==> config.mk <==
export PLATFORM = sky130hd
export DESIGN_NAME = uart_rx_framer
export DESIGN_NICKNAME = d
export VERILOG_FILES = /design/src/rtl/uart_rx_framer.sv
export SDC_FILE = /design/constraint.sdc
export NUM_CORES = 1
export LEC_CHECK = 0
export ABC_AREA = 1
export CELL_PAD_IN_SITES_DETAIL_PLACEMENT = 1
export CELL_PAD_IN_SITES_GLOBAL_PLACEMENT = 2
export CORE_ASPECT_RATIO = 1.2
export CORE_MARGIN = 5
export CORE_UTILIZATION = 35
export CTS_BUF_LIST = sky130_fd_sc_hd__clkbuf_16
export DETAILED_ROUTE_END_ITERATION = 6
export PLACE_DENSITY_LB_ADDON = 0.1
export SYNTH_ARGS = -nofsm -noshare
export SYNTH_HDL_FRONTEND = slang
export SYNTH_SLANG_ARGS = --single-unit
==> constraint.sdc <==
create_clock -name clock -period 1.7 [get_ports clock]
set_clock_uncertainty 0.1 [all_clocks]
set_input_delay 0.34 -clock clock [delete_from_list [all_inputs] [get_ports clock]]
set_output_delay 0.34 -clock clock [all_outputs]
set_load 0.05 [all_outputs]
==> src/rtl/uart_rx_framer.sv <==
// uart_rx_framer: 8N1-style serial receiver with mid-bit sampling.
// The raw line is double-flopped, each frame is checked for valid start
// and stop bits, and the received byte is handed downstream through a
// single-entry valid/ready holding register. Framing errors and overruns
// are reported as one-cycle pulses.
module uart_rx_framer #(
    parameter int unsigned CLKS_PER_BIT = 434,
    parameter int unsigned DATA_BITS    = 8
) (
    input  logic                 clock,
    input  logic                 reset_n,
    input  logic                 rx,
    output logic [DATA_BITS-1:0] data,
    output logic                 valid,
    input  logic                 ready,
    output logic                 framing_err,
    output logic                 overrun
);

    localparam int unsigned CNT_W = (CLKS_PER_BIT > 1) ? $clog2(CLKS_PER_BIT) : 1;
    localparam int unsigned IDX_W = (DATA_BITS > 1) ? $clog2(DATA_BITS) : 1;

    // Counter terminal values: half a bit to reach the start-bit centre,
    // a full bit between successive sample points.
    localparam logic [CNT_W-1:0] HALF_LAST = CNT_W'(CLKS_PER_BIT / 2 - 1);
    localparam logic [CNT_W-1:0] FULL_LAST = CNT_W'(CLKS_PER_BIT - 1);
    localparam logic [IDX_W-1:0] IDX_LAST  = IDX_W'(DATA_BITS - 1);

    typedef enum logic [2:0] {
        S_IDLE  = 3'd0,
        S_START = 3'd1,
        S_DATA  = 3'd2,
        S_STOP  = 3'd3,
        S_BREAK = 3'd4
    } state_e;

    // Input synchronizer
    logic rx_meta_q;
    logic rx_s_q;

    // FSM
    state_e state_q;
    state_e state_d;

    // Datapath
    logic [CNT_W-1:0]     cnt_q;
    logic [CNT_W-1:0]     cnt_d;
    logic [IDX_W-1:0]     idx_q;
    logic [IDX_W-1:0]     idx_d;
    logic [DATA_BITS-1:0] shift_q;
    logic [DATA_BITS-1:0] shift_d;

    // Output holding register and pulses
    logic [DATA_BITS-1:0] data_q;
    logic [DATA_BITS-1:0] data_d;
    logic                 valid_q;
    logic                 valid_d;
    logic                 ferr_q;
    logic                 ferr_d;
    logic                 ovr_q;
    logic                 ovr_d;

    // Decoded timing and control strobes
    logic half_tick_c;
    logic full_tick_c;
    logic idx_last_c;
    logic cnt_clr_c;
    logic bit_shift_c;
    logic idx_clr_c;
    logic deliver_c;
    logic stop_bad_c;
    logic accept_c;

    assign half_tick_c = (cnt_q == HALF_LAST);
    assign full_tick_c = (cnt_q == FULL_LAST);
    assign idx_last_c  = (idx_q == IDX_LAST);
    assign accept_c    = valid_q & ready;

    // Two-flop synchronizer; resets to the idle (high) line level
    always_ff @(posedge clock or negedge reset_n) begin
        if (!reset_n) begin
            rx_meta_q <= 1'b1;
            rx_s_q    <= 1'b1;
        end else begin
            rx_meta_q <= rx;
            rx_s_q    <= rx_meta_q;
        end
    end

    // FSM state register
    always_ff @(posedge clock or negedge reset_n) begin
        if (!reset_n) begin
            state_q <= S_IDLE;
        end else begin
            state_q <= state_d;
        end
    end

    // FSM next-state logic
    always_comb begin
        state_d = state_q;
        unique case (state_q)
            S_IDLE: begin
                if (!rx_s_q) begin
                    state_d = S_START;
                end
            end
            S_START: begin
                // A line back high at mid-start is a glitch, not a frame
                if (half_tick_c) begin
                    state_d = rx_s_q ? S_IDLE : S_DATA;
                end
            end
            S_DATA: begin
                if (full_tick_c && idx_last_c) begin
                    state_d = S_STOP;
                end
            end
            S_STOP: begin
                if (full_tick_c) begin
                    state_d = rx_s_q ? S_IDLE : S_BREAK;
                end
            end
            S_BREAK: begin
                // Hold off until the line recovers so a long low gives one error
                if (rx_s_q) begin
                    state_d = S_IDLE;
                end
            end
            default: begin
                state_d = S_IDLE;
            end
        endcase
    end

    // FSM output decode: datapath strobes derived from state and timing
    always_comb begin
        cnt_clr_c   = 1'b0;
        bit_shift_c = 1'b0;
        idx_clr_c   = 1'b0;
        deliver_c   = 1'b0;
        stop_bad_c  = 1'b0;
        // Counter restarts on every state entry and after each data sample
        if (state_d != state_q) begin
            cnt_clr_c = 1'b1;
        end
        unique case (state_q)
            S_IDLE: begin
                cnt_clr_c = 1'b1;
            end
            S_START: begin
                idx_clr_c = 1'b1;
            end
            S_DATA: begin
                if (full_tick_c) begin
                    cnt_clr_c   = 1'b1;
                    bit_shift_c = 1'b1;
                end
            end
            S_STOP: begin
                if (full_tick_c) begin
                    deliver_c  = rx_s_q;
                    stop_bad_c = ~rx_s_q;
                end
            end
            S_BREAK: begin
                cnt_clr_c = 1'b1;
            end
            default: begin
                cnt_clr_c = 1'b1;
            end
        endcase
    end

    // Datapath next-state: bit-period counter, bit index, shift register
    always_comb begin
        cnt_d   = cnt_q + CNT_W'(1);
        idx_d   = idx_q;
        shift_d = shift_q;
        if (cnt_clr_c) begin
            cnt_d = '0;
        end
        if (idx_clr_c) begin
            idx_d = '0;
        end else if (bit_shift_c) begin
            idx_d = idx_q + IDX_W'(1);
        end
        // LSB arrives first, so shifting right leaves it at bit 0 at the end
        if (bit_shift_c) begin
            shift_d = {rx_s_q, shift_q[DATA_BITS-1:1]};
        end
    end

    // Datapath registers
    always_ff @(posedge clock or negedge reset_n) begin
        if (!reset_n) begin
            cnt_q   <= '0;
            idx_q   <= '0;
            shift_q <= '0;
        end else begin
            cnt_q   <= cnt_d;
            idx_q   <= idx_d;
            shift_q <= shift_d;
        end
    end

    // Holding register: same-cycle accept and refill, overrun when full
    always_comb begin
        data_d  = data_q;
        valid_d = valid_q;
        ferr_d  = stop_bad_c;
        ovr_d   = 1'b0;
        if (deliver_c) begin
            if (!valid_q || ready) begin
                data_d  = shift_q;
                valid_d = 1'b1;
            end else begin
                ovr_d = 1'b1;
            end
        end else if (accept_c) begin
            valid_d = 1'b0;
        end
    end

    // Output registers
    always_ff @(posedge clock or negedge reset_n) begin
        if (!reset_n) begin
            data_q  <= '0;
            valid_q <= 1'b0;
            ferr_q  <= 1'b0;
            ovr_q   <= 1'b0;
        end else begin
            data_q  <= data_d;
            valid_q <= valid_d;
            ferr_q  <= ferr_d;
            ovr_q   <= ovr_d;
        end
    end

    assign data        = data_q;
    assign valid       = valid_q;
    assign framing_err = ferr_q;
    assign overrun     = ovr_q;

endmodule

==> results of run 1 <==
-- synth_stat cells --
master    number
a21oi_1        1
buf_2          1
buf_6          1
clkbuf_1       1
dfrtp_1       34
dfstp_2        2
ha_1           5
inv_1         22
inv_2          2
nand2_1       37
nand2_2        3
nand2_4        2
nand3_1        8
nand3_2        1
nand3_4        1
nand3b_1       1
nand4_1        3
nor2_1        19
nor2_2         3
nor2_4         2
nor3_1         1
nor4_1         1
o211ai_1       1
o21ai_0        8
o21ai_1        1
o21ai_2        8
xnor2_1        1
xor2_1         7
-- registers in the layout (all words and copies together), names as in the netlist --
register / count
cnt_q: 9
state_q: 3
valid: 1
idx_q: 3
rx_meta_q: 1
data: 8
shift_q: 8
overrun: 1
framing_err: 1
rx_s_q: 1
-- layout by cell type, fill, tap and decap left out, types with 7 or more instances in the layout --
cell	instances
buf_12	7
buf_4	10
dfrtp_1	32
inv_1	22
nand2_1	35
nand3_1	8
nor2_1	12
nor2_2	8
o21ai_0	8
o21ai_2	8
xor2_1	7
-- per-layer routing --
metal	track usage [%]	up-vias	share of wire, %
li1	-	613	-
met1	15.7	625	40
met2	24.0	15	54
met3	3.17	10	3.3
met4	6.21	0	2.3
met5	0	-	0
-- power groups by stage --
stage          clock (W)  combinational [W]  sequential [W]
5_1_grt         0.000915          0.0000371        0.000862
6_report        0.000856          0.0000326        0.000862
3_5_place_dp           0          0.0000343        0.000877
4_1_cts         0.000874          0.0000344        0.000862
3_3_place_gp           0          0.0000333        0.000877
2_1_floorplan          0         0.00000290        0.000877
-- logic make-up (layout without fill, tap and decap cells) --
kind of cell	after synthesis	in the layout	share of synthesized area, %
and+or+nand+nor	82	85	23.8
DFF	36	36	54.0
buffers and inverters	27	52	6.59
AOI/OAI and AO/OA	19	19	7.63
xor gates and xnor gates	8	8	4.19
adders and majority gates	5	5	3.74
-- how the worst max path moves through the flow --
stage | from | slack [ns] | depth (start not counted) | endpoint
after CTS | cnt_q[1]$_DFF_PN0_ | 0.02 | 8 | data[7]$_DFFE_PN0P_
after floorplan | cnt_q[1]$_DFF_PN0_ | 0.17 | 10 | data[2]$_DFFE_PN0P_
final | cnt_q[1]$_DFF_PN0_ | 0.02 | 9 | data[0]$_DFFE_PN0P_
after detailed placement | cnt_q[0]$_DFF_PN0_ | 0.008 | 11 | cnt_q[5]$_DFF_PN0_
after global routing | state_q[2]$_DFF_PN0_ | -0.08 | 10 | cnt_q[8]$_DFF_PN0_
after global placement | cnt_q[0]$_DFF_PN0_ | 0.05 | 11 | cnt_q[3]$_DFF_PN0_
-- worst max-delay path: stages (launching register included) --
cell and delay [ns]:
dfrtp_1 0.40, inv_2 0.09, ha_4 0.13, nand2_2 0.06, nor2_4 0.15, nand2_4 0.10
nor2_4 0.20, nand3_2 0.18, nand2_1 0.11, o21ai_2 0.05
-- timing repair --
| action | in CTS | in global routing |
|---|---|---|
| gates cloned | 1 | 2 |
| endpoints found under the hold margin | 0 | 0 |
| endpoints found under the setup margin | 3 | 19 |
| pin swaps | 0 | 10 |
| gates resized for setup | 1 | 24 |
| buffers inserted | 0 | 2 |
-- layout make-up --
type / instances / area (um^2) / area share [%]
Inverter: 24 / 92.6 / 4.17
Timing Repair Buffer: 20 / 245 / 11.1
Multi-Input combinational cell: 117 / 766 / 34.5
Tap cell: 58 / 72.6 / 3.27
Clock buffer: 5 / 125 / 5.64
Clock inverter: 3 / 11.3 / 0.508
Sequential cell: 36 / 906 / 40.8
-- per-stage QoR --
stage | hold WS [ns] | setup TNS (ns)
after floorplan | -0.0556 | 0
after global placement | 0.246 | 0
after detailed placement | 0.247 | 0
after CTS | 0.255 | 0
after global routing | 0.264 | -0.817
final | 0.255 | 0
==> impl_summary.log, run 1 <==
INFO  metric largest_net_degree_at_the_start_of_global_routing = 37
INFO  metric antenna-diode-count = 0
INFO  metric pwr-share-seq = 49.3%
INFO  metric post_route_worst_setup_slack = 0.0213 ns
INFO  metric clockRootBuffer = clkbuf_16
INFO  metric yosys.area.top_type_share = 50.9%
INFO  metric syn-instance-count = 177
INFO  metric synth_nets = 186
INFO  metric cts_buffer_depth = 2
INFO  metric ys_seq_elements = 36
INFO  metric max_slew.worst_pin.slew = 0.352 ns
INFO  metric hold_path.class = flip-flop to flip-flop
INFO  metric clk_pin_slew = 0.05 ns
INFO  metric worstSetupEndpointType = flip-flop
INFO  metric vias_per_cell = 4.80
INFO  metric nets = 213
INFO  metric outcome = completed
INFO  metric post_synthesis_instance_area = 0.00167 mm^2
INFO  metric gr-total-overflow = 0
INFO  metric design.die.area = 0.00626 mm^2
INFO  metric fin_area = 0.00222 mm^2
INFO  metric dpl-instance-area = 0.00195 mm^2
INFO  metric port_buffers = 14
INFO  metric min_delay_path_depth = 0
INFO  metric post-route-drc-count = 0
INFO  metric power_switching_share = 20.1%
INFO  metric timing.final.hold_violations = 0
INFO  metric drt.antenna.violating_nets = 0
INFO  metric floorplan.die.height = 85.7 um
INFO  metric hpwl_after_detailed_placement = 2.52 mm
INFO  metric worstPathMaxFanout = 4
INFO  metric post_cts_hold_buffer_count = 0
INFO  metric crit_type = flip-flop to flip-flop
INFO  metric floorplan.initialDensity = 36.1%
INFO  metric die_w = 73.1 um
INFO  metric worst_hold_path.endpoint = rx_s_q$_DFF_PN1_
INFO  metric power_report.internal_total = 0.00140 W
INFO  metric grt_setup_unrepaired = true
INFO  metric power.ir.vdd_worst = 0.000422 V
INFO  metric pin_count = 15
INFO  metric layout_min_cycle_time = 1.68 ns
INFO  metric static-leakage-power = 1.03 nW
INFO  metric htree_levels = 2
INFO  metric switch_pwr = 0.000351 W
INFO  metric hp-start = rx_meta_q$_DFF_PN1_
INFO  metric startpoint_type = flip-flop
INFO  metric cell_count_after_placement = 250
INFO  metric report.final.slew_viol_count = 0
INFO  metric ys_warn_count = 0
INFO  metric fin_util = 47.9%
INFO  metric report.final.setup_viol = 0
INFO  metric post_synth_main_area_contributors = dfrtp_1, nand2_1, inv_1, nor2_1, o21ai_2
INFO  metric first_pass_grt_wire_length = 6.72 mm
INFO  metric placeableCoreArea = 0.00463 mm^2
INFO  metric reg_to_reg_start = cnt_q[1]$_DFF_PN0_
INFO  metric crit_arrival = 1.75 ns
INFO  metric reg2regPathDepth = 9
INFO  metric powerDensity = 789 mW/mm^2
INFO  metric avgSynthCellArea = 9.44 um^2
INFO  metric layout.cells.non_filler = 263
INFO  metric wl = 3.92 mm
INFO  metric antenna_found_initial = 0
INFO  metric synth_seq_area_share = 54.0%
INFO  metric detailedRoute.firstIterationViolations = 24
INFO  metric slack_of_the_worst_reg_to_reg_path = 0.02 ns
INFO  metric ys_types = 28
INFO  metric wl_per_cell = 14.9 um
INFO  metric max_freq = 596 MHz
INFO  metric area_growth_syn_to_layout = 32.7%
INFO  metric netlist.top_cell.by_area = dfrtp_1
INFO  metric slew-limit-headroom = 76.5%
INFO  metric core.rowCount = 27
INFO  metric combinationalPowerShare = 1.9%
INFO  metric cts_made_buffers = 5
INFO  metric drt_pre_antenna_iters = 2
INFO  metric total_power = 0.00175 W
INFO  metric post-route-period-util = 98.7%
INFO  metric number_of_clock_sinks_seen_by_cts = 36
INFO  metric clock_power_share = 48.9%
INFO  metric clk_latency = 0.28 ns
INFO  metric routabilityCongestion = 0.769
INFO  metric routed-via-count = 1263
INFO  metric timing.max_cap.violations = 0
INFO  metric grt.total_usage = 13.8%
INFO  metric filler_cell_count = 507
INFO  metric rr_endpoint = data[0]$_DFFE_PN0P_
INFO  metric drive_above_1_share = 32.2%
INFO  metric grt_pass1_vias = 1449
INFO  metric place_worst_setup_slack = 0.00847 ns
INFO  metric data_required_time_at_the_worst_endpoint = 1.77 ns
INFO  metric tritoncts_clock_tree = done
(Power assumes the default switching activity.)
==> run 2: changes to the inputs <==
CORE_UTILIZATION = 38   (was 35)
clock period = 2 ns   (was 1.7 ns; I/O delays follow)
==> run 2 against run 1 <==
  * Via count fell by 3.6%
  * Sequential share of layout area increased by 3.7 points
  * Clock power up 2.6%
  * Global-route usage fell by 0.45 points
  * Critical path type is now flip-flop to output port
==> impl_summary.log, run 2 (same netlist as run 1, synthesis figures left out) <==
INFO  metric post_cts_hold_buffer_count = 0
INFO  metric wl = 3.42 mm
INFO  metric clock_power_share = 53.7%
INFO  metric drive_above_1_share = 20.7%
INFO  metric clockRootBuffer = clkbuf_16
INFO  metric pin_count = 15
INFO  metric drt.antenna.violating_nets = 0
INFO  metric report.final.setup_viol = 0
INFO  metric floorplan.die.height = 82.7 um
INFO  metric routed-via-count = 1218
INFO  metric powerDensity = 807 mW/mm^2
INFO  metric number_of_clock_sinks_seen_by_cts = 36
INFO  metric nets = 206
INFO  metric max_slew.worst_pin.slew = 0.495 ns
INFO  metric drt_pre_antenna_iters = 4
INFO  metric timing.max_cap.violations = 0
INFO  metric antenna_found_initial = 0
INFO  metric pwr-share-seq = 44.8%
INFO  metric tritoncts_clock_tree = done
INFO  metric hpwl_after_detailed_placement = 2.51 mm
INFO  metric floorplan.initialDensity = 39.2%
INFO  metric grt.total_usage = 13.3%
INFO  metric layout_min_cycle_time = 1.92 ns
INFO  metric setup_buffers_after_cts = 0
INFO  metric max_freq = 520 MHz
INFO  metric port_buffers = 14
INFO  metric cell_count_after_placement = 246
INFO  metric crit_path_top_delay_cell = clkdlybuf4s50_1
INFO  metric static-leakage-power = 0.980 nW
INFO  metric post-route-drc-count = 0
INFO  metric slew-limit-headroom = 66.9%
INFO  metric area_growth_syn_to_layout = 21.3%
INFO  metric detailedRoute.firstIterationViolations = 27
INFO  metric switch_pwr = 0.000311 W
INFO  metric total_power = 0.00164 W
INFO  metric post-route-period-util = 96.1%
INFO  metric placeableCoreArea = 0.00426 mm^2
INFO  metric combinationalPowerShare = 1.5%
INFO  metric grt_setup_unrepaired = false
INFO  metric startpoint_type = flip-flop
INFO  metric largest_register_ff_count = 9
INFO  metric outcome = completed
INFO  metric data_required_time_at_the_worst_endpoint = 1.50 ns
INFO  metric vias_per_cell = 4.80
INFO  metric die_w = 70.5 um
INFO  metric worstSetupEndpointType = output port
INFO  metric cts_buffer_depth = 2
INFO  metric crit_type = flip-flop to output port
INFO  metric clk_latency = 0.28 ns
INFO  metric cts_made_buffers = 5
INFO  metric crit_arrival = 1.42 ns
INFO  metric first_pass_grt_wire_length = 6.04 mm
INFO  metric timing.final.hold_violations = 0
INFO  metric antenna-diode-count = 0
INFO  metric fin_tns_setup = 0 ns
INFO  metric worstPathMaxFanout = 2
INFO  metric hold_path.class = flip-flop to flip-flop
INFO  metric gr-total-overflow = 0
INFO  metric cp_num_buf_inv = 1
INFO  metric power_switching_share = 19.0%
INFO  metric layout.cells.non_filler = 254
INFO  metric clk_pin_slew = 0.06 ns
INFO  metric critical_path.top_delay_family = buffers and inverters
INFO  metric fin_util = 47.6%
INFO  metric core.rowCount = 26
INFO  metric grt_pass1_vias = 1300
INFO  metric largest_register = cnt_q
INFO  metric wl_per_cell = 13.4 um
INFO  metric cts_resized = 0
INFO  metric worstPathCellList = clkdlybuf4s50_1
INFO  metric power_report.internal_total = 0.00132 W
INFO  metric design.die.area = 0.00583 mm^2
INFO  metric leading_cell_type_in_the_layout_fill_and_taps_excluded = nand2_1
INFO  metric power.ir.vdd_worst = 0.000441 V
INFO  metric largest_net_degree_at_the_start_of_global_routing = 37
INFO  metric routabilityCongestion = 0.808
INFO  metric report.final.slew_viol_count = 0
INFO  metric leading_cell_types_in_the_layout_fill_and_taps_excluded = nand2_1, dfrtp_1, inv_1
INFO  metric htree_levels = 2
INFO  metric crit_path_max_incr_delay = 0.80 ns
-- run 2: changes by cell type in the layout (fill, tap and decap cells not counted), sizes merged, moves of 2 or more --
cell,before,now
clkdlybuf4s50,3,7
nand3,12,10
buf,17,9
inv,26,24
-- run 2: cell type report --
class                      count  area (um^2)
clock buffer                   5          125
multi-input combinational    114          658
clock inverter                 3         42.5
sequential                    36          903
tap                           56         70.1
fill                         500         2230
timing repair buffer          16          138
inverter                      24         90.1
-- run 2: power groups by stage --
stage	clock network, W	logic, W	registers, W
after floorplan	0	0.00000246	0.000746
after global placement	0	0.0000251	0.000746
after detailed placement	0	0.0000260	0.000746
after CTS	0.000901	0.0000263	0.000733
after global routing	0.000937	0.0000286	0.000733
final	0.000878	0.0000245	0.000733
-- run 2: through the flow --
step | hold WS (ns) | setup slack [ns] | instance area [um^2]
2_1_floorplan | 0.00441 | 0.469 | 1670
3_3_place_gp | 0.249 | 0.316 | 1860
3_5_place_dp | 0.259 | 0.273 | 1860
4_1_cts | 0.267 | 0.0611 | 2030
5_1_grt | 0.268 | 0.0230 | 2030
6_report | 0.263 | 0.0772 | 2030
-- run 2: worst paths after layout --
check                                    start  depth (start not counted)  slack, ns                   end
max in group asynchronous              reset_n                          2       1.01   rx_meta_q$_DFF_PN1_
min in group asynchronous              reset_n                          2       0.44  state_q[2]$_DFF_PN0_
max                        data[7]$_DFFE_PN0P_                          1       0.08               data[7]
min                        rx_meta_q$_DFF_PN1_                          0       0.26      rx_s_q$_DFF_PN1_
min reg2reg                rx_meta_q$_DFF_PN1_                          0       0.26      rx_s_q$_DFF_PN1_
max reg2reg                 cnt_q[1]$_DFF_PN0_                          9       0.28   data[3]$_DFFE_PN0P_
-- run 2: per-layer routing --
metal | vias to the layer above | GRT usage (%) | part of all wire (%)
li1 | 595 | - | -
met1 | 595 | 15.4 | 44
met2 | 24 | 22.8 | 51
met3 | 4 | 4.36 | 4.6
met4 | 0 | 5.64 | 0.94
met5 | - | 0 | 0
